==> src/rtl/mac_pkg.sv <==
// ----------------------------------------------------------------------------
// mac_pkg
// Shared definitions for the MAC back-end blocks.
//   state_t        : request/capture FSM states (IDLE, ISSUE, WAIT)
//   OUT_W_DEF      : default output sample width
//   calc_t         : wide signed type used for scaling arithmetic
//   sat_max/sat_min: saturation limits derived from an output width
//   scale_saturate : arithmetic right shift followed by clamping to out_w bits
// ----------------------------------------------------------------------------
package mac_pkg;

    typedef enum logic [1:0] {
        IDLE  = 2'd0,
        ISSUE = 2'd1,
        WAIT  = 2'd2
    } state_t;

    localparam int OUT_W_DEF = 16;
    localparam int CALC_W    = 64;

    typedef logic signed [CALC_W-1:0] calc_t;

    typedef struct packed {
        calc_t value;
        logic  clamped;
    } scale_res_t;

    // Largest value representable in an out_w-bit signed sample.
    function automatic calc_t sat_max(input int out_w);
        return (calc_t'(1) <<< (out_w - 1)) - calc_t'(1);
    endfunction

    // Most negative value representable in an out_w-bit signed sample.
    function automatic calc_t sat_min(input int out_w);
        return -(calc_t'(1) <<< (out_w - 1));
    endfunction

    // Shift right with sign extension, then clamp into the signed range of
    // out_w bits. The caller passes an already sign-extended input so the
    // same function serves back-ends with different result widths.
    function automatic scale_res_t scale_saturate(input calc_t din,
                                                  input int    shift,
                                                  input int    out_w);
        calc_t      s;
        calc_t      hi;
        calc_t      lo;
        scale_res_t r;
        s         = din >>> shift;
        hi        = sat_max(out_w);
        lo        = sat_min(out_w);
        r.value   = s;
        r.clamped = 1'b0;
        if (s > hi) begin
            r.value   = hi;
            r.clamped = 1'b1;
        end else if (s < lo) begin
            r.value   = lo;
            r.clamped = 1'b1;
        end
        return r;
    endfunction

endpackage

==> src/rtl/sync_fifo_fwft.sv <==
// ----------------------------------------------------------------------------
// sync_fifo_fwft
// Single-clock first-word-fall-through FIFO. The head entry is presented on
// rd_data whenever rd_valid is high; rd_en pops it on the next clock edge.
// Ports:
//   clk      : clock, rising edge
//   reset    : asynchronous active-low reset, clears pointers and level
//   wr_en    : write request
//   wr_data  : data to write
//   wr_ok    : write request will be accepted on this edge
//   rd_en    : pop request (ignored while empty)
//   rd_data  : head entry (zero while empty)
//   rd_valid : FIFO non-empty
//   level    : current occupancy, 0..DEPTH
// ----------------------------------------------------------------------------
module sync_fifo_fwft #(
    parameter int DEPTH = 8,
    parameter int WIDTH = 16
) (
    input  logic                   clk,
    input  logic                   reset,
    input  logic                   wr_en,
    input  logic [WIDTH-1:0]       wr_data,
    output logic                   wr_ok,
    input  logic                   rd_en,
    output logic [WIDTH-1:0]       rd_data,
    output logic                   rd_valid,
    output logic [$clog2(DEPTH):0] level
);

    localparam int         AW       = $clog2(DEPTH);
    localparam logic [AW:0] FULL_LVL = (AW + 1)'(DEPTH);

    logic [WIDTH-1:0] r_mem [DEPTH];
    logic [AW-1:0]    r_wr_ptr;
    logic [AW-1:0]    r_rd_ptr;
    logic [AW:0]      r_level;

    logic w_empty;
    logic w_full;
    logic w_rd;
    logic w_wr;

    // Full/empty come from the occupancy counter rather than pointer
    // comparison. A pop on the same edge frees a slot, so a write while full
    // is still accepted when the head is being consumed.
    assign w_empty = (r_level == '0);
    assign w_full  = (r_level == FULL_LVL);
    assign w_rd    = rd_en && !w_empty;
    assign w_wr    = wr_en && (!w_full || w_rd);

    assign wr_ok    = w_wr;
    assign rd_valid = !w_empty;
    assign level    = r_level;
    assign rd_data  = w_empty ? '0 : r_mem[r_rd_ptr];

    // Storage array; contents are only meaningful between the pointers, so
    // it carries no reset.
    always_ff @(posedge clk) begin
        if (w_wr) begin
            r_mem[r_wr_ptr] <= wr_data;
        end
    end

    // Pointers wrap naturally because DEPTH is a power of two.
    always_ff @(posedge clk or negedge reset) begin
        if (!reset) begin
            r_wr_ptr <= '0;
            r_rd_ptr <= '0;
            r_level  <= '0;
        end else begin
            if (w_wr) begin
                r_wr_ptr <= r_wr_ptr + AW'(1);
            end
            if (w_rd) begin
                r_rd_ptr <= r_rd_ptr + AW'(1);
            end
            case ({w_wr, w_rd})
                2'b10:   r_level <= r_level + (AW + 1)'(1);
                2'b01:   r_level <= r_level - (AW + 1)'(1);
                default: r_level <= r_level;
            endcase
        end
    end

endmodule

==> src/rtl/mac_result_collector.sv <==
// ----------------------------------------------------------------------------
// mac_result_collector
// Requests operations from the pipelined MAC, captures each result on its
// valid strobe, scales it (arithmetic shift + saturation) and queues it in a
// FWFT FIFO that is drained over a valid/ready stream.
// Ports:
//   clk        : clock, rising edge
//   reset      : asynchronous active-low reset
//   run_en     : keep requesting MAC operations while high
//   mac_start  : one-cycle start pulse to the MAC
//   mac_busy   : MAC busy flag
//   mac_valid  : MAC result strobe
//   mac_result : MAC result, sampled when mac_valid is high
//   out_data   : scaled sample at the FIFO head
//   out_valid  : FIFO non-empty
//   out_ready  : downstream accepts when out_valid && out_ready
//   level      : FIFO occupancy
//   sat_cnt    : number of clamped samples stored, sticks at 0xFFFF
// ----------------------------------------------------------------------------
module mac_result_collector
    import mac_pkg::*;
#(
    parameter int DATA_W = 32,
    parameter int OUT_W  = OUT_W_DEF,
    parameter int SHIFT  = 8,
    parameter int DEPTH  = 8
) (
    input  logic                   clk,
    input  logic                   reset,
    input  logic                   run_en,
    output logic                   mac_start,
    input  logic                   mac_busy,
    input  logic                   mac_valid,
    input  logic [DATA_W-1:0]      mac_result,
    output logic [OUT_W-1:0]       out_data,
    output logic                   out_valid,
    input  logic                   out_ready,
    output logic [$clog2(DEPTH):0] level,
    output logic [15:0]            sat_cnt
);

    state_t r_state;
    state_t w_next_state;

    logic                   w_mac_start;
    logic                   w_pending;
    logic                   w_room;
    logic [$clog2(DEPTH):0] w_level;
    logic                   w_wr_ok;
    scale_res_t             w_scale;
    calc_t                  w_scaled_val;
    logic [OUT_W-1:0]       w_sample;
    logic [15:0]            r_sat_cnt;

    // A start is only issued when a FIFO slot is guaranteed for its result:
    // the operation in flight (pending) counts as already occupying a slot.
    assign w_pending = (r_state != IDLE);
    assign w_room    = (int'(w_level) + int'(w_pending)) < DEPTH;

    // State register.
    always_ff @(posedge clk or negedge reset) begin
        if (!reset) begin
            r_state <= IDLE;
        end else begin
            r_state <= w_next_state;
        end
    end

    // Next-state and start pulse. Dropping run_en never aborts an issued
    // operation; WAIT always runs to the result strobe.
    always_comb begin
        w_next_state = r_state;
        w_mac_start  = 1'b0;
        case (r_state)
            IDLE: begin
                if (run_en && !mac_busy && w_room) begin
                    w_next_state = ISSUE;
                end
            end
            ISSUE: begin
                w_mac_start  = 1'b1;
                w_next_state = WAIT;
            end
            WAIT: begin
                if (mac_valid) begin
                    w_next_state = IDLE;
                end
            end
            default: begin
                w_next_state = IDLE;
            end
        endcase
    end

    assign mac_start = w_mac_start;

    // Scale the raw result before it enters the FIFO.
    assign w_scale      = scale_saturate(calc_t'(signed'(mac_result)), SHIFT, OUT_W);
    assign w_scaled_val = w_scale.value;
    assign w_sample     = OUT_W'(w_scaled_val);

    // Every mac_valid is offered to the FIFO, including strobes arriving
    // outside WAIT; the FIFO refuses it only when full with no pop.
    sync_fifo_fwft #(
        .DEPTH (DEPTH),
        .WIDTH (OUT_W)
    ) u_fifo (
        .clk      (clk),
        .reset    (reset),
        .wr_en    (mac_valid),
        .wr_data  (w_sample),
        .wr_ok    (w_wr_ok),
        .rd_en    (out_ready),
        .rd_data  (out_data),
        .rd_valid (out_valid),
        .level    (w_level)
    );

    assign level = w_level;

    // Saturation counter: counts clamped samples that were actually stored
    // and sticks at its maximum instead of wrapping.
    always_ff @(posedge clk or negedge reset) begin
        if (!reset) begin
            r_sat_cnt <= '0;
        end else if (w_wr_ok && w_scale.clamped && (r_sat_cnt != 16'hFFFF)) begin
            r_sat_cnt <= r_sat_cnt + 16'd1;
        end
    end

    assign sat_cnt = r_sat_cnt;

endmodule

==> config.mk <==
export PLATFORM = sky130hd
export DESIGN_NAME = mac_result_collector
export DESIGN_NICKNAME = d
export VERILOG_FILES = /design/src/rtl/mac_pkg.sv /design/src/rtl/sync_fifo_fwft.sv /design/src/rtl/mac_result_collector.sv
export SDC_FILE = /design/constraint.sdc
export NUM_CORES = 1
export LEC_CHECK = 0
export ABC_AREA = 1
export BUFFER_PORTS_ARGS = -buffer_cell sky130_fd_sc_hd__buf_2
export CORE_UTILIZATION = 65
export CTS_BUF_LIST = sky130_fd_sc_hd__clkbuf_8
export CTS_CLUSTER_DIAMETER = 30
export DETAILED_ROUTE_END_ITERATION = 12
export PLACE_DENSITY_LB_ADDON = 0.08
export RECOVER_POWER = 100
export SLEW_MARGIN = 20
export SYNTH_ARGS = -nofsm -noshare
export SYNTH_HDL_FRONTEND = slang
export SYNTH_SLANG_ARGS = --single-unit
==> constraint.sdc <==
create_clock -name clk -period 4.1 [get_ports clk]
set_input_delay 0 -clock clk [delete_from_list [all_inputs] [get_ports clk]]
set_output_delay 0 -clock clk [all_outputs]
set_load 0.005 [all_outputs]
# Word-level counts from Yosys, hierarchy flattened

Memories as Yosys holds them, arrays and structs flattened.
Index checks and enable logic that the tools add are counted.

Flip-flop bits (word level): 28
Output and inout port bits: 38
Logic and storage cells: 48
RAM bits: 128
Memories: 1

Memory list:

| memory       | depth | width | read ports | clocked after memory_dff | write ports | line                 | text |
|---|---|---|---|---|---|---|---|
| u_fifo.r_mem | 8     | 16    | 1          | 0                        | 1           | sync_fifo_fwft.sv:34 | `logic [WIDTH-1:0] r_mem [DEPTH];` |

Add/subtract/negate cells: 6
Reduce and logical (&&, ||, !) cells: 15
$lt $le $gt $ge: 3
Muxes and demuxes: 10
Eq/ne operators: 8

Operators by type and width:

| operator                                                                       | number |
|---|---|
| 17-bit 2-to-1 mux                                                              | 2 |
| 24-bit by 16-bit > comparator with 1-bit output, second input constant         | 1 |
| 24-bit by 16-bit less-than comparator with 1-bit output, second input constant | 1 |
| 16-bit by 1-bit adder with 16-bit output, second input constant                | 1 |
| 16-bit 2-to-1 mux                                                              | 1 |
| 16-bit inequality test, second input constant                                  | 1 |
| 4-bit case mux with 2 select lines                                             | 1 |
| 3-bit by 1-bit adder with 3-bit output, second input constant                  | 2 |
| 1-bit logical AND                                                              | 6 |
| 2-bit case mux with 3 select lines                                             | 1 |
| 4-bit by 1-bit adder with 5-bit output                                         | 1 |
| 5-bit by 4-bit less-than comparator with 1-bit output, second input constant   | 1 |
| 4-bit by 1-bit adder with 4-bit output, second input constant                  | 1 |
| 2-bit by 1-bit equality test with 1-bit output, second input constant          | 2 |
| 2-bit equality test, second input constant                                     | 2 |
| 4-bit equality test, second input constant                                     | 1 |
| 4-bit logical NOT                                                              | 1 |
| 2-bit 2-to-1 mux                                                               | 2 |
| 2-bit inequality test, second input constant                                   | 2 |
| 2-bit nonzero test                                                             | 2 |
| 4-bit by 1-bit subtractor with 4-bit output, second input constant             | 1 |
| 1-bit logical NOT                                                              | 3 |
| 1-bit 2-to-1 mux                                                               | 3 |
| 2-bit logical NOT                                                              | 1 |
| other kinds (2)                                                                | 2 |

# Logic depth before layout (Yosys ltp)

Gate-level depths: netlist of run 1.

Word-level depth: 7
Depth in mapped cells: 11
Depth with buffers taken out: 11

# Cells and area by module

Synthesis of run 1 repeated with hierarchy kept, for this count alone.

Cells, all modules: 695
Area, all modules: 7070.5 µm²

By module, submodules not included:

| module               | area each (µm²) | times used | sequential area each (µm²) | cells an instance |
|---|---|---|---|---|
| sync_fifo_fwft       | 5693.0          | 1          | 4093.9                     | 476 |
| mac_result_collector | 1377.6          | 1          | 450.4                      | 219 |

# Least setup slack after synthesis of run 1

OpenSTA, ideal clock, no wires.

Kind: flip-flop to flip-flop
Start point: register u_fifo.r_level[0] (netlist: u_fifo.level[0])
End point: memory u_fifo.r_mem[0][0] (enable)
Setup slack: 1980 ps
Arrival time: 1731 ps
Cell stages (with the launch flop): 6
Buffers on the path: 0
Setup time: 388 ps
Clock period less this slack: 2120 ps
Path through: dfrtp_1 -> nor2_1 -> nand4_1 -> nand2_1 -> or2_2 -> nor2_1

Cells in the longest elaborated chain, start to end: 7
Elaborated cells between the ends (all ways): 9

Ends and longest elaborated chain:

| what                                     | line                 | text |
|---|---|---|
| from (decl)                              | sync_fifo_fwft.sv:37 | `logic [AW:0] r_level;` |
| from (signal assigned)                   | sync_fifo_fwft.sv:79 | `2'b10: r_level <= r_level + (AW + 1)'(1);` |
| from (signal assigned)                   | sync_fifo_fwft.sv:80 | `2'b01: r_level <= r_level - (AW + 1)'(1);` |
| from (signal assigned)                   | sync_fifo_fwft.sv:81 | `default: r_level <= r_level;` |
| 4-bit logical NOT                        | sync_fifo_fwft.sv:47 | `assign w_empty = (r_level == '0);` |
| 1-bit logical NOT                        | sync_fifo_fwft.sv:49 | `assign w_rd = rd_en && !w_empty;` |
| 1-bit logical AND                        | sync_fifo_fwft.sv:49 |  |
| 1-bit logical OR *                       | sync_fifo_fwft.sv:50 | `assign w_wr = wr_en && (!w_full \|\| w_rd);` |
| 1-bit logical AND *                      | sync_fifo_fwft.sv:50 |  |
| 1-bit 2-to-1 mux *                       | sync_fifo_fwft.sv:60 | `if (w_wr) begin` |
| 1-bit 2-to-1 mux (implied by the code) * | sync_fifo_fwft.sv:61 | `r_mem[r_wr_ptr] <= wr_data;` |
| to (decl)                                | sync_fifo_fwft.sv:34 |  |

Mark *: on every way between the ends. The rest lies on a longest branch, timed or not.

# Worst setup path after layout of run 1

Start point: register u_fifo.r_rd_ptr[0]
End point: output out_data[2]

Cells in the longest elaborated chain, start to end: 2

Ends and longest elaborated chain:

| what                   | line                       | text |
|---|---|---|
| from (decl)            | sync_fifo_fwft.sv:36       | `logic [AW-1:0] r_rd_ptr;` |
| from (signal assigned) | sync_fifo_fwft.sv:76       | `r_rd_ptr <= r_rd_ptr + AW'(1);` |
| memory read 8 x 16 bit | n/a                        |  |
| 16-bit 2-to-1 mux      | sync_fifo_fwft.sv:55       | `assign rd_data = w_empty ? '0 : r_mem[r_rd_ptr];` |
| to (decl)              | mac_result_collector.sv:35 | `output logic [OUT_W-1:0] out_data,` |

Every way passes these cells.

==> results of run 1 <==
## cell usage after synthesis (2+ instances only)
cell type / count / area, um2
nor2_1: 160 / 601
nand2_1: 148 / 556
edfxtp_1: 128 / 3840
o21ai_0: 51 / 255
nand3_1: 32 / 160
dfrtp_1: 28 / 701
o21ai_1: 19 / 95.1
inv_1: 18 / 67.6
a31oi_1: 16 / 100
nand4_1: 16 / 100
buf_2: 13 / 65.1
clkbuf_1: 12 / 45.0
xor2_1: 10 / 87.6
ha_1: 6 / 75.1
buf_1: 5 / 18.8
inv_2: 3 / 11.3
nand3b_1: 3 / 22.5
a21oi_1: 2 / 10.0
## layout make-up
type | instances | share of cell area (%)
clock buffers | 18 | 3.12
inverters | 22 | 1.04
well taps | 136 | 2.15
flip-flops and latches | 156 | 57.3
multi-input cells | 473 | 27.2
repair buffers | 95 | 6.69
clock inverters | 14 | 2.52
## registers in the layout (all words and copies together), names as in the netlist
name	flops
u_fifo.r_rd_ptr	3
r_state	2
u_fifo.r_wr_ptr	3
u_fifo.r_mem	128
sat_cnt	16
u_fifo.level	4
## metal layers
layer	wire [um]	share of wire [%]
met2	7800	51
met3	1060	6.9
met5	0	0
met4	368	2.4
met1	6080	40
## metrics by stage
step / instance area [um2] / instances / utilization, % / power (mW) / worst slack (ps)
final: 7930 / 914 / 76.8 / 5.11 / 1270
after global routing: 7930 / 914 / 76.8 / 5.41 / 1020
after CTS: 8000 / 914 / 77.5 / 5.15 / 1330
after detailed placement: 7390 / 866 / 71.6 / 3.85 / 1840
after global placement: 7390 / 866 / 71.6 / 3.78 / 1840
after floorplan: 6930 / 682 / - / 3.27 / 1980
## report_power, final
group | internal [mW] | switching [mW]
registers | 1.97 | 0.150
logic | 0.566 | 1.14
clock network | 0.735 | 0.541
total | 3.28 | 1.84
## worst paths after layout
kind	from	to	slack (ps)	cells after the start
min	out_ready	u_fifo.r_rd_ptr[1]	50	5
min reg2reg	r_state[0]	r_state[1]	540	3
min in group asynchronous	reset	sat_cnt[0]	480	2
max reg2reg	u_fifo.level[1]	u_fifo.r_mem[1][5]	1310	7
max	u_fifo.r_rd_ptr[0]	out_data[2]	1270	8
max in group asynchronous	reset	u_fifo.r_rd_ptr[0]	2600	2
## logic make-up after synthesis
logic type	after synthesis	synth area share, %
AND/OR/NAND/NOR	366	21.9
flip-flops	156	65.5
AO/OA/AOI/OAI	90	6.88
buffers and inverters	53	3.21
XOR/XNOR	11	1.39
adder cells (fa/ha/maj)	6	1.08
## critical path, cell delays in order, from the launching register on
cell      delay [ps]
dfrtp_2          370
clkbuf_2        1060
nor2_1           110
nor2_1           160
o21ai_0          150
nand3_1          140
nand2_1           80
a31oi_1          170
buf_2            150
==> results.md, run 1 <==
- Yosys reg bits: roughly 160
- Peak supply drop: between 400 and 500 uV
- Met3 Resource Use GR: between 5 and 6%
- Synth cell types: 30
- First DRT Iteration DRCs: 453
- Met2 Use GR: between 40% and 50%
- Die Height: roughly 110 um
- FP Rows: 37
- Port Buf Inserts: 67
- Crit Path Class: reg2out
- Sequential area share after synthesis: roughly 66%
- WHS: around 50 ps
- Root buffer selected by CTS: clkbuf_8
- Failing checks: max-capacitance violations, max-slew violations
- # DRC: 0
- First-pass GRT wire length: about 24000 um
- Initial Util: about two thirds
- Measured slew at the worst slew-check pin: 1560 ps
- Vias in the first global route: 5048
- Syn Std Cell Area: 6930 um2
- Total congestion overflow: 0
- Initial antenna violation count: 0
- Gp weighted congestion: a little over 0.8
- Largest net degree at the start of global routing: 67
- Prevailing post-synth register cell: edfxtp_1
- Most frequent cells in the layout: nor2_1 (160), nand2_1 (148), edfxtp_1 (128), o21ai_0 (52), buf_2 (45)
- Setup-failing EPs final: 0
- Slew Viols, Final: 29
- Min cycle time layout: approximately 2800 ps
- Global route hottest layer: met2
- Outcome: complete, but fails checks
- Critical Path End Type: primary output
- Post-layout nets: 809
- Hold WC Path Type: in2reg
- Power Dens Cells: approximately 640 nW/um2
- Setup TNS: 0 ps
- Synth Net Count: just over 700
- Layout Area Growth over Synthesis: 14.4%
- Max clock buf depth: 2
- Number of synthesized flops with an enable pin: approximately 130
- Die area: 11100 um2
- GRT Util Overall: 29.5%
- Register area: 4550 um2
- PostCTS Resize Cnt: 0
- Drt total wl: ~15000 um
- Area of the multi-input gates: between 2000 and 2500 um2
- Share of cells above drive strength 1: 11.4%
- Core ar.: between 10000 and 15000 um2
- Hold_buf cts: 16
- Fmax: 0.354 GHz
- Reg clk slew, reported paths: around 80 ps
- Postcts setup bufs: 0
- Chip width: 105 um
- Final Cycle Share: approximately 69%
- H-tree depth: 4
- Rel. slew slack: -3.74%
- Filler Cell Count: 681
- N_diodes: 0
- Commonest non-fill, non-tap cell in the layout: nor2_1
- Crit path max fanout: between 60 and 70
- Post-detail-place hpwl: 8370 um
- Via density: roughly 5.7
- Final hold violation count: 0
- Post-Syn Area per Cell: 10.2 um2
- Synth async-reset ratio: between 10% and 20%
- I/O pin count: 76
- RSZ-0062 raised after global routing: false
- Required time of the critical path: 4100 ps
- Maxcap violations: 1
- CP startpoint kind: register
- WL/cell: around 17 um
- Clock sink count: between 150 and 200
- CTS tree: done
- Via Count: 5244
- Drt first pass iters: 5
- Max Clock Skew: approximately 11 ps
- Post-DRT Antenna Nets: 0
- Worst Path Arrival: around 2800 ps
- Skew-Pair Late Insertion Delay: 440 ps
- Lkg Pwr: about 3.1 nW
- Syn Inst Count: 682
- YS warnings: 0
- Total CTS buffers: 17
- Met1 Track Usage GR: 37.3%
No activity file was read; power rests on OpenSTA's default activity.
==> run 2, diff against run 1 <==
--- a/config.mk
+++ b/config.mk
@@ -7,7 +7,7 @@
 export LEC_CHECK = 0
 export ABC_AREA = 1
 export BUFFER_PORTS_ARGS = -buffer_cell sky130_fd_sc_hd__buf_2
-export CORE_UTILIZATION = 65
+export CORE_UTILIZATION = 61
 export CTS_BUF_LIST = sky130_fd_sc_hd__clkbuf_8
 export CTS_CLUSTER_DIAMETER = 30
 export DETAILED_ROUTE_END_ITERATION = 12
==> constraint.sdc (replaced) <==
create_clock -name clk -period 2.9 [get_ports clk]
set_input_delay 0 -clock clk [delete_from_list [all_inputs] [get_ports clk]]
set_output_delay 0 -clock clk [all_outputs]
set_load 0.005 [all_outputs]
==> run 2 against run 1 <==
  * The run still ends with max-capacitance violations, max-slew violations left
  * Sequential power increased by 42%
  * Setup slack got worse by 850 ps
  * Total power increased by 38%
  * Via count decreased by 2.3%
  * Global-route usage decreased by 2.0 points
==> results.md, run 2 (synthesis gave the netlist of run 1 again) <==
- Placed inst area: 7440 um2 (+0.71%)
- # DRC: 0 (unchanged)
- PostCTS Resize Cnt: 0 (unchanged)
- GRT Util Overall: 27.5% (-2.0 points)
- Required time of the critical path: 2960 ps (-1140 ps)
- Filler Cell Count: 803 (+18%)
- WHS Path Cells: 3 (-2)
- Measured slew at the worst slew-check pin: 1640 ps (+84.7 ps)
- First-pass GRT wire length: 23600 um (-3.1%)
- Die area: 11800 um2 (+6.4%)
- Drt first pass iters: 5 (unchanged)
- Initial Util: 63.4% (-3.8 points)
- Reg2reg path depth: 6 (-1)
- Finished Cell Area: 7930 um2 (about the same)
- Worst Path Arrival: 2540 ps (-290 ps)
- Reg clk slew, reported paths: 80 ps (about the same)
- Setup-failing EPs final: 0 (unchanged)
- Total CTS buffers: 17 (unchanged)
- Max Clock Skew: 6.66 ps (-4.13 ps)
- Root buffer selected by CTS: clkbuf_8
- Max clock buf depth: 2 (unchanged)
- Fmax: 0.404 GHz
- Total congestion overflow: 0 (unchanged)
- Critical Path End Type: register
- Slew Viols, Final: 29 (unchanged)
- Post-DRT Antenna Nets: 0 (unchanged)
- Via density: 5.57 (-2.8%)
- Power Dens Cells: 891 nW/um2 (+38%)
- Gp weighted congestion: 0.858 (+4.2%)
- Crit path max fanout: 16 (-76%)
- Outcome: complete, but fails checks
- Share of cells above drive strength 1: 12.2% (+0.76 points)
- Largest net degree at the start of global routing: 45 (-33%)
- Die Height: 109 um (+3.2%)
- RSZ-0062 raised after global routing: false
- Setup TNS: 0 ps (unchanged)
- First DRT Iteration DRCs: 390 (-14%)
- Final hold violation count: 0 (unchanged)
- Min cycle time layout: 2470 ps
- CTS tree: done
- Failing checks: max-capacitance violations, max-slew violations
- Hold WC Path Type: in2reg
- Initial antenna violation count: 0 (unchanged)
- Final Cycle Share: approximately 85%
- H-tree depth: 4 (unchanged)
- Drt total wl: 15000 um (-2.2%)
- Area of the multi-input gates: 2150 um2 (unchanged)
- I/O pin count: 76 (unchanged)
- Rel. slew slack: -9.38% (-5.6 points)
- Peak supply drop: 517 uV (+26%)
- Post-layout nets: 810 (+0.12%)
- Largest Register: u_fifo.r_mem
- Skew-Pair Late Insertion Delay: 440 ps (about the same)
- Core ar.: 10900 um2 (+5.9%)
- Postcts setup bufs: 0 (unchanged)
- N_diodes: 0 (unchanged)
- Lkg Pwr: 3.13 nW (-0.47%)
- Maxcap violations: 1 (unchanged)
- Chip width: 109 um (+3.2%)
- Most frequent cells in the layout: nor2_1 (160), nand2_1 (148), edfxtp_1 (128), o21ai_0 (51), buf_2 (44)
- Commonest non-fill, non-tap cell in the layout: nor2_1
- Max reg flops: 128 (unchanged)
- Post-detail-place hpwl: 8550 um (+2.2%)
- Crit Path Class: reg2reg
- Register area: 4550 um2 (unchanged)
- Clock sink count: 156 (unchanged)
- Hold_buf cts: 14 (-2)
- Via Count: 5123 (-2.3%)
- Vias in the first global route: 4913 (-2.7%)
- Layout Area Growth over Synthesis: 14.3% (about the same)
- Port Buf Inserts: 67 (unchanged)
- CP startpoint kind: register
- FP Rows: 38 (+2.7%)
- WL/cell: 16.3 um (-2.8%)
run 2: path summary, 6_finish.rpt:
kind	startpoint	to	slack, ps
min in group asynchronous	reset	sat_cnt[3]	520
worst min register to register	sat_cnt[15]	sat_cnt[15]	540
max in group asynchronous	reset	u_fifo.r_rd_ptr[0]	1300
worst min-delay path	mac_result[12]	u_fifo.r_mem[0][4]	20
worst max-delay path	u_fifo.level[1]	u_fifo.r_mem[4][9]	430
worst max register to register	u_fifo.level[1]	u_fifo.r_mem[4][9]	430
run 2: critical path: stages (launching register included):
cell	delay [ps]
dfrtp_1	460
nor2_1	90
nand4_1	80
nand2_1	140
or2_2	350
nor2_1	120
clkbuf_1	840
run 2: where the power goes:
group	switching (mW)	leakage, nW	internal (mW)
clock	0.788	0.203	0.849
combinational	1.56	1.41	0.847
sequential	0.229	1.51	2.79
total	2.58	3.13	4.48
run 2: stage by stage:
stage	power (mW)	utilization [%]	hold WS [ps]	std cells	setup WS (ps)
final	7.07	72.5	15.5	919	426
after global routing	7.57	72.5	51.4	919	188
after CTS	7.17	73.1	0.776	919	485
after detailed placement	5.53	68.1	66.6	873	728
after global placement	5.45	68.1	63.6	873	858
after floorplan	4.63	-	-296	682	780
run 2: metal layers:
| metal | GRT usage [%] | part of all wire, % |
|---|---|---|
| met1 | 35.4 | 43 |
| met2 | 45.6 | 49 |
| met3 | 6.34 | 5.9 |
| met4 | 10.5 | 1.8 |
| met5 | 0 | 0 |
run 2: cell type report:
class,count,area share [%]
tap,140,2.21
timing repair buffer,96,7.10
multi-input combinational,473,27.2
inverter,22,1.04
clock inverter,15,2.19
sequential,156,57.3
clock buffer,17,2.95
==> run 3, diff against run 2 <==
--- a/config.mk
+++ b/config.mk
@@ -16,4 +16,5 @@
 export SLEW_MARGIN = 20
 export SYNTH_ARGS = -nofsm -noshare
 export SYNTH_HDL_FRONTEND = slang
+export SYNTH_HIERARCHICAL = 1
 export SYNTH_SLANG_ARGS = --single-unit
==> run 3 against run 2 <==
  * The flow still finishes with violations (max-capacitance violations, max-slew violations)
  * Core utilization up 0.11 points
  * Non-clock buffer count rose by 3
  * Count of clock-buffer cells in the layout grew 1
  * Routed wire length shrank 0.84%
  * Global-route usage shrank 0.72 points
  * Clock skew is 3.9 ps higher
  * Sequential power fell by 3%
  * Combinational power grew 2%
  * Highest routed layer unchanged
==> results.md, run 3 <==
- FP Rows: 38 (unchanged)
- Sequential area share after synthesis: 64.3% (-1.3 points)
- Via Count: 5239 (+2.3%)
- H-tree depth: 4 (unchanged)
- Root buffer selected by CTS: clkbuf_8
- YS warnings: 6 (+6)
- Power Dens Cells: 880 nW/um2 (-1.2%)
- I/O pin count: 76 (unchanged)
- CTS tree: done
- N_diodes: 0 (unchanged)
- Area of the multi-input gates: 2220 um2 (+2.9%)
- Measured slew at the worst slew-check pin: 1640 ps (+2.40 ps)
- Core ar.: 11100 um2 (+1.3%)
- Register area: 4550 um2 (unchanged)
- Max stage delay on crit path: 890 ps (+50 ps)
- Yosys reg bits: 156 (unchanged)
- Fmax: 0.407 GHz (+0.58%)
- Drt first pass iters: 5 (unchanged)
- Share of cells above drive strength 1: 12.8% (+0.64 points)
- Maxcap violations: 1 (unchanged)
- Skew-Pair Late Insertion Delay: 440 ps (about the same)
- PostCTS Resize Cnt: 0 (unchanged)
- Hold_buf cts: 19 (+5)
- Setup-failing EPs final: 0 (unchanged)
- Min cycle time layout: 2460 ps (-14.3 ps)
- Postcts setup bufs: 0 (unchanged)
- Slew Viols, Final: 29 (unchanged)
- Synth Net Count: 739 (+1.8%)
- Initial antenna violation count: 0 (unchanged)
- Prevailing post-synth register cell: edfxtp_1
- Via density: 5.60 (+0.51%)
- Largest Register: u_fifo/r_mem
- Synth cell types: 32 (+6.7%)
- Fin cells: 935 (+1.7%)
- Seq pwr share: 41.6% (-1.1 points)
- Max Clock Skew: 10.5 ps (+3.89 ps)
- Setup TNS: 0 ps (unchanged)
- Setup ws final: 440 ps (+14.3 ps)
- Commonest non-fill, non-tap cell in the layout: nor2_1
- Final Cycle Share: 84.8% (-0.49 points)
- Outcome: complete, but fails checks
- Max clock buf depth: 2 (unchanged)
- Chip width: 110 um (+0.97%)
- Worst path bufs/invs: 1 (unchanged)
- Logic pwr share: 34.9% (+0.8 points)
- Int Power: 4.57 mW (+1.8%)
- Largest net degree at the start of global routing: 67 (+49%)
- Die area: 12000 um2 (+1.9%)
- Failing checks: max-capacitance violations, max-slew violations
- Total CTS buffers: 17 (unchanged)
- RSZ-0062 raised after global routing: false
- Switching share of power: 35.5% (-1.0 points)
- Layout Area Growth over Synthesis: 13.7%
- Top-area cell type share of the netlist area: 54.4% (-1.1 points)
- Crit path max fanout: 16 (unchanged)
- Synth async-reset ratio: 17.9% (unchanged)
- Initial Util: 63.8% (+0.43 points)
- Gp weighted congestion: 0.882 (+2.9%)
- Syn Std Cell Area: 7070 um2 (+2.0%)
- Number of synthesized flops with an enable pin: 128 (unchanged)
- Rel. slew slack: -9.54% (-0.16 points)
- First DRT Iteration DRCs: 416 (+6.7%)
- Hold WC Path Type: in2reg
- Clock network fraction of design power: 23.5% (+0.3 points)
- Die Height: 110 um (+0.97%)
- Syn Inst Count: 695 (+1.9%)
- Post-detail-place hpwl: 8550 um (about the same)
- Cell repeated most along the worst path: nor2_1
- GRT Util Overall: 26.7% (-0.72 points)
- Commonest cells post-synth: nor2_1 (159), nand2_1 (136), edfxtp_1 (128)
- # DRC: 0 (unchanged)
- Max reg flops: 128 (unchanged)
- Most frequent cells in the layout: nor2_1 (161), nand2_1 (137), edfxtp_1 (128), o21ai_1 (67), o21ai_0 (50)
- Placed Cells: 884 (+1.3%)
- Drt total wl: 14800 um (-0.84%)
- Lkg Pwr: 3.17 nW (+1.3%)
- Slowest CP cell: clkbuf_1
- Vias in the first global route: 4811 (-2.1%)
- Post-DRT Antenna Nets: 0 (unchanged)
- Final hold violation count: 0 (unchanged)
- Worst Path Arrival: 2500 ps (-40 ps)
- Reg clk slew, reported paths: 70 ps (about the same)
- Required time of the critical path: 2940 ps (-20 ps)
- Total congestion overflow: 0 (unchanged)
- Post-Syn Area per Cell: 10.2 um2 (about the same)
- Largest area contributor in the netlist: edfxtp_1
- Port Buf Inserts: 67 (unchanged)
- Post-Place Worst Slack: 841 ps (+113 ps)
- CP startpoint kind: register
- Critical Path End Type: register
- Post-layout nets: 826 (+2.0%)
- Net switching power: 2.51 mW (-2.7%)
- WL/cell: 15.9 um (-2.5%)
- First-pass GRT wire length: 23200 um (-1.5%)
- Crit Path Class: reg2reg
- Clock sink count: 156 (unchanged)
- Filler Cell Count: 790 (-1.6%)
- Critical path cell sequence: nor2_1 -> nand3_1 -> nand2_1 -> or2_0 -> nor2_1 -> clkbuf_1
- Count leader, synth: nor2_1
- Crit-path leading delay family: buffers and inverters
- Top area cells in the synthesized netlist: edfxtp_1 (54%), dfrtp_1 (9.9%), nor2_1 (8.4%)
- Peak supply drop: 549 uV (+6.1%)
## run 3: cell count changes after synthesis, moves of 3 or more
| cell | change |
|---|---|
| nand3_1 | -16 |
| inv_1 | +5 |
| buf_1 | -5 |
| nor2_2 | +3 |
| xor2_1 | -4 |
| o21ai_1 | +58 |
| o21ai_0 | -11 |
| buf_2 | +5 |
| a31oi_1 | -16 |
| buf_4 | +5 |
| nand2_4 | +3 |
| nand2_1 | -12 |
| clkbuf_1 | -5 |
## run 3: tightest hold or removal path: cells and delay by family
| family | cells | cell delay (ps) |
|---|---|---|
| simple gates | 2 | 230 |
| buf+inv | 1 | 80 |
## run 3: final timing paths
path,startpoint,end,slack [ps],cells after the start
max,u_fifo/level[0],u_fifo/r_mem[2][3],440,6
min,mac_result[18],u_fifo/r_mem[1][10],30,3
max reg2reg,u_fifo/level[0],u_fifo/r_mem[2][3],440,6
min reg2reg,u_fifo/r_wr_ptr[0],u_fifo/r_wr_ptr[0],540,2
max in group asynchronous,reset,u_fifo/r_rd_ptr[0],1300,2
min in group asynchronous,reset,sat_cnt[14],500,2
## run 3: logic make-up (layout without fill, tap and decap cells)
kind of cell               after synthesis  count (layout)  share of synthesized area, %
AOI/OAI and AO/OA                      122             122                          8.72
adders and majority gates                6               6                          1.17
xor gates and xnor gates                 8               8                         0.991
buffers and inverters                   58             158                          3.82
and+or+nand+nor                        345             345                          21.0
DFF                                    156             156                          64.3
## run 3: final cells by class
class                   instances  share of cell area, %
multi-input cells             481                   27.6
clock inverters                14                   2.04
inverters                      27                   1.26
well taps                     140                   2.18
clock buffers                  18                   3.08
flip-flops and latches        156                   56.5
repair buffers                 99                   7.37
## run 3: through the flow
| stage | hold slack [ps] | cell area (um2) | power (mW) | util, % |
|---|---|---|---|---|
| 2_1_floorplan | -296 | 7070 | 4.70 | - |
| 3_3_place_gp | 62.7 | 7520 | 5.39 | 67.9 |
| 3_5_place_dp | 64.0 | 7520 | 5.49 | 67.9 |
| 4_1_cts | 16.0 | 8130 | 7.17 | 73.3 |
| 5_1_grt | 63.3 | 8040 | 7.52 | 72.6 |
| 6_report | 33.7 | 8040 | 7.08 | 72.6 |
## run 3: routing by layer
layer  global-route usage (%)  share of wire (%)  up-vias
met1                     34.1                 42     2464
met5                        0                  0        -
met4                     11.9                2.4        0
li1                         -                  -     2538
met3                     5.39                6.3       29
met2                     44.5                 49      208
## run 3: power by group through the flow
| stage | clock network (mW) | registers, mW | logic [mW] |
|---|---|---|---|
| after CTS | 1.69 | 2.94 | 2.54 |
| after global routing | 1.78 | 2.98 | 2.77 |
| final | 1.67 | 2.94 | 2.47 |
| after floorplan | 0 | 2.96 | 1.74 |
| after detailed placement | 0 | 2.98 | 2.51 |
| after global placement | 0 | 2.97 | 2.42 |
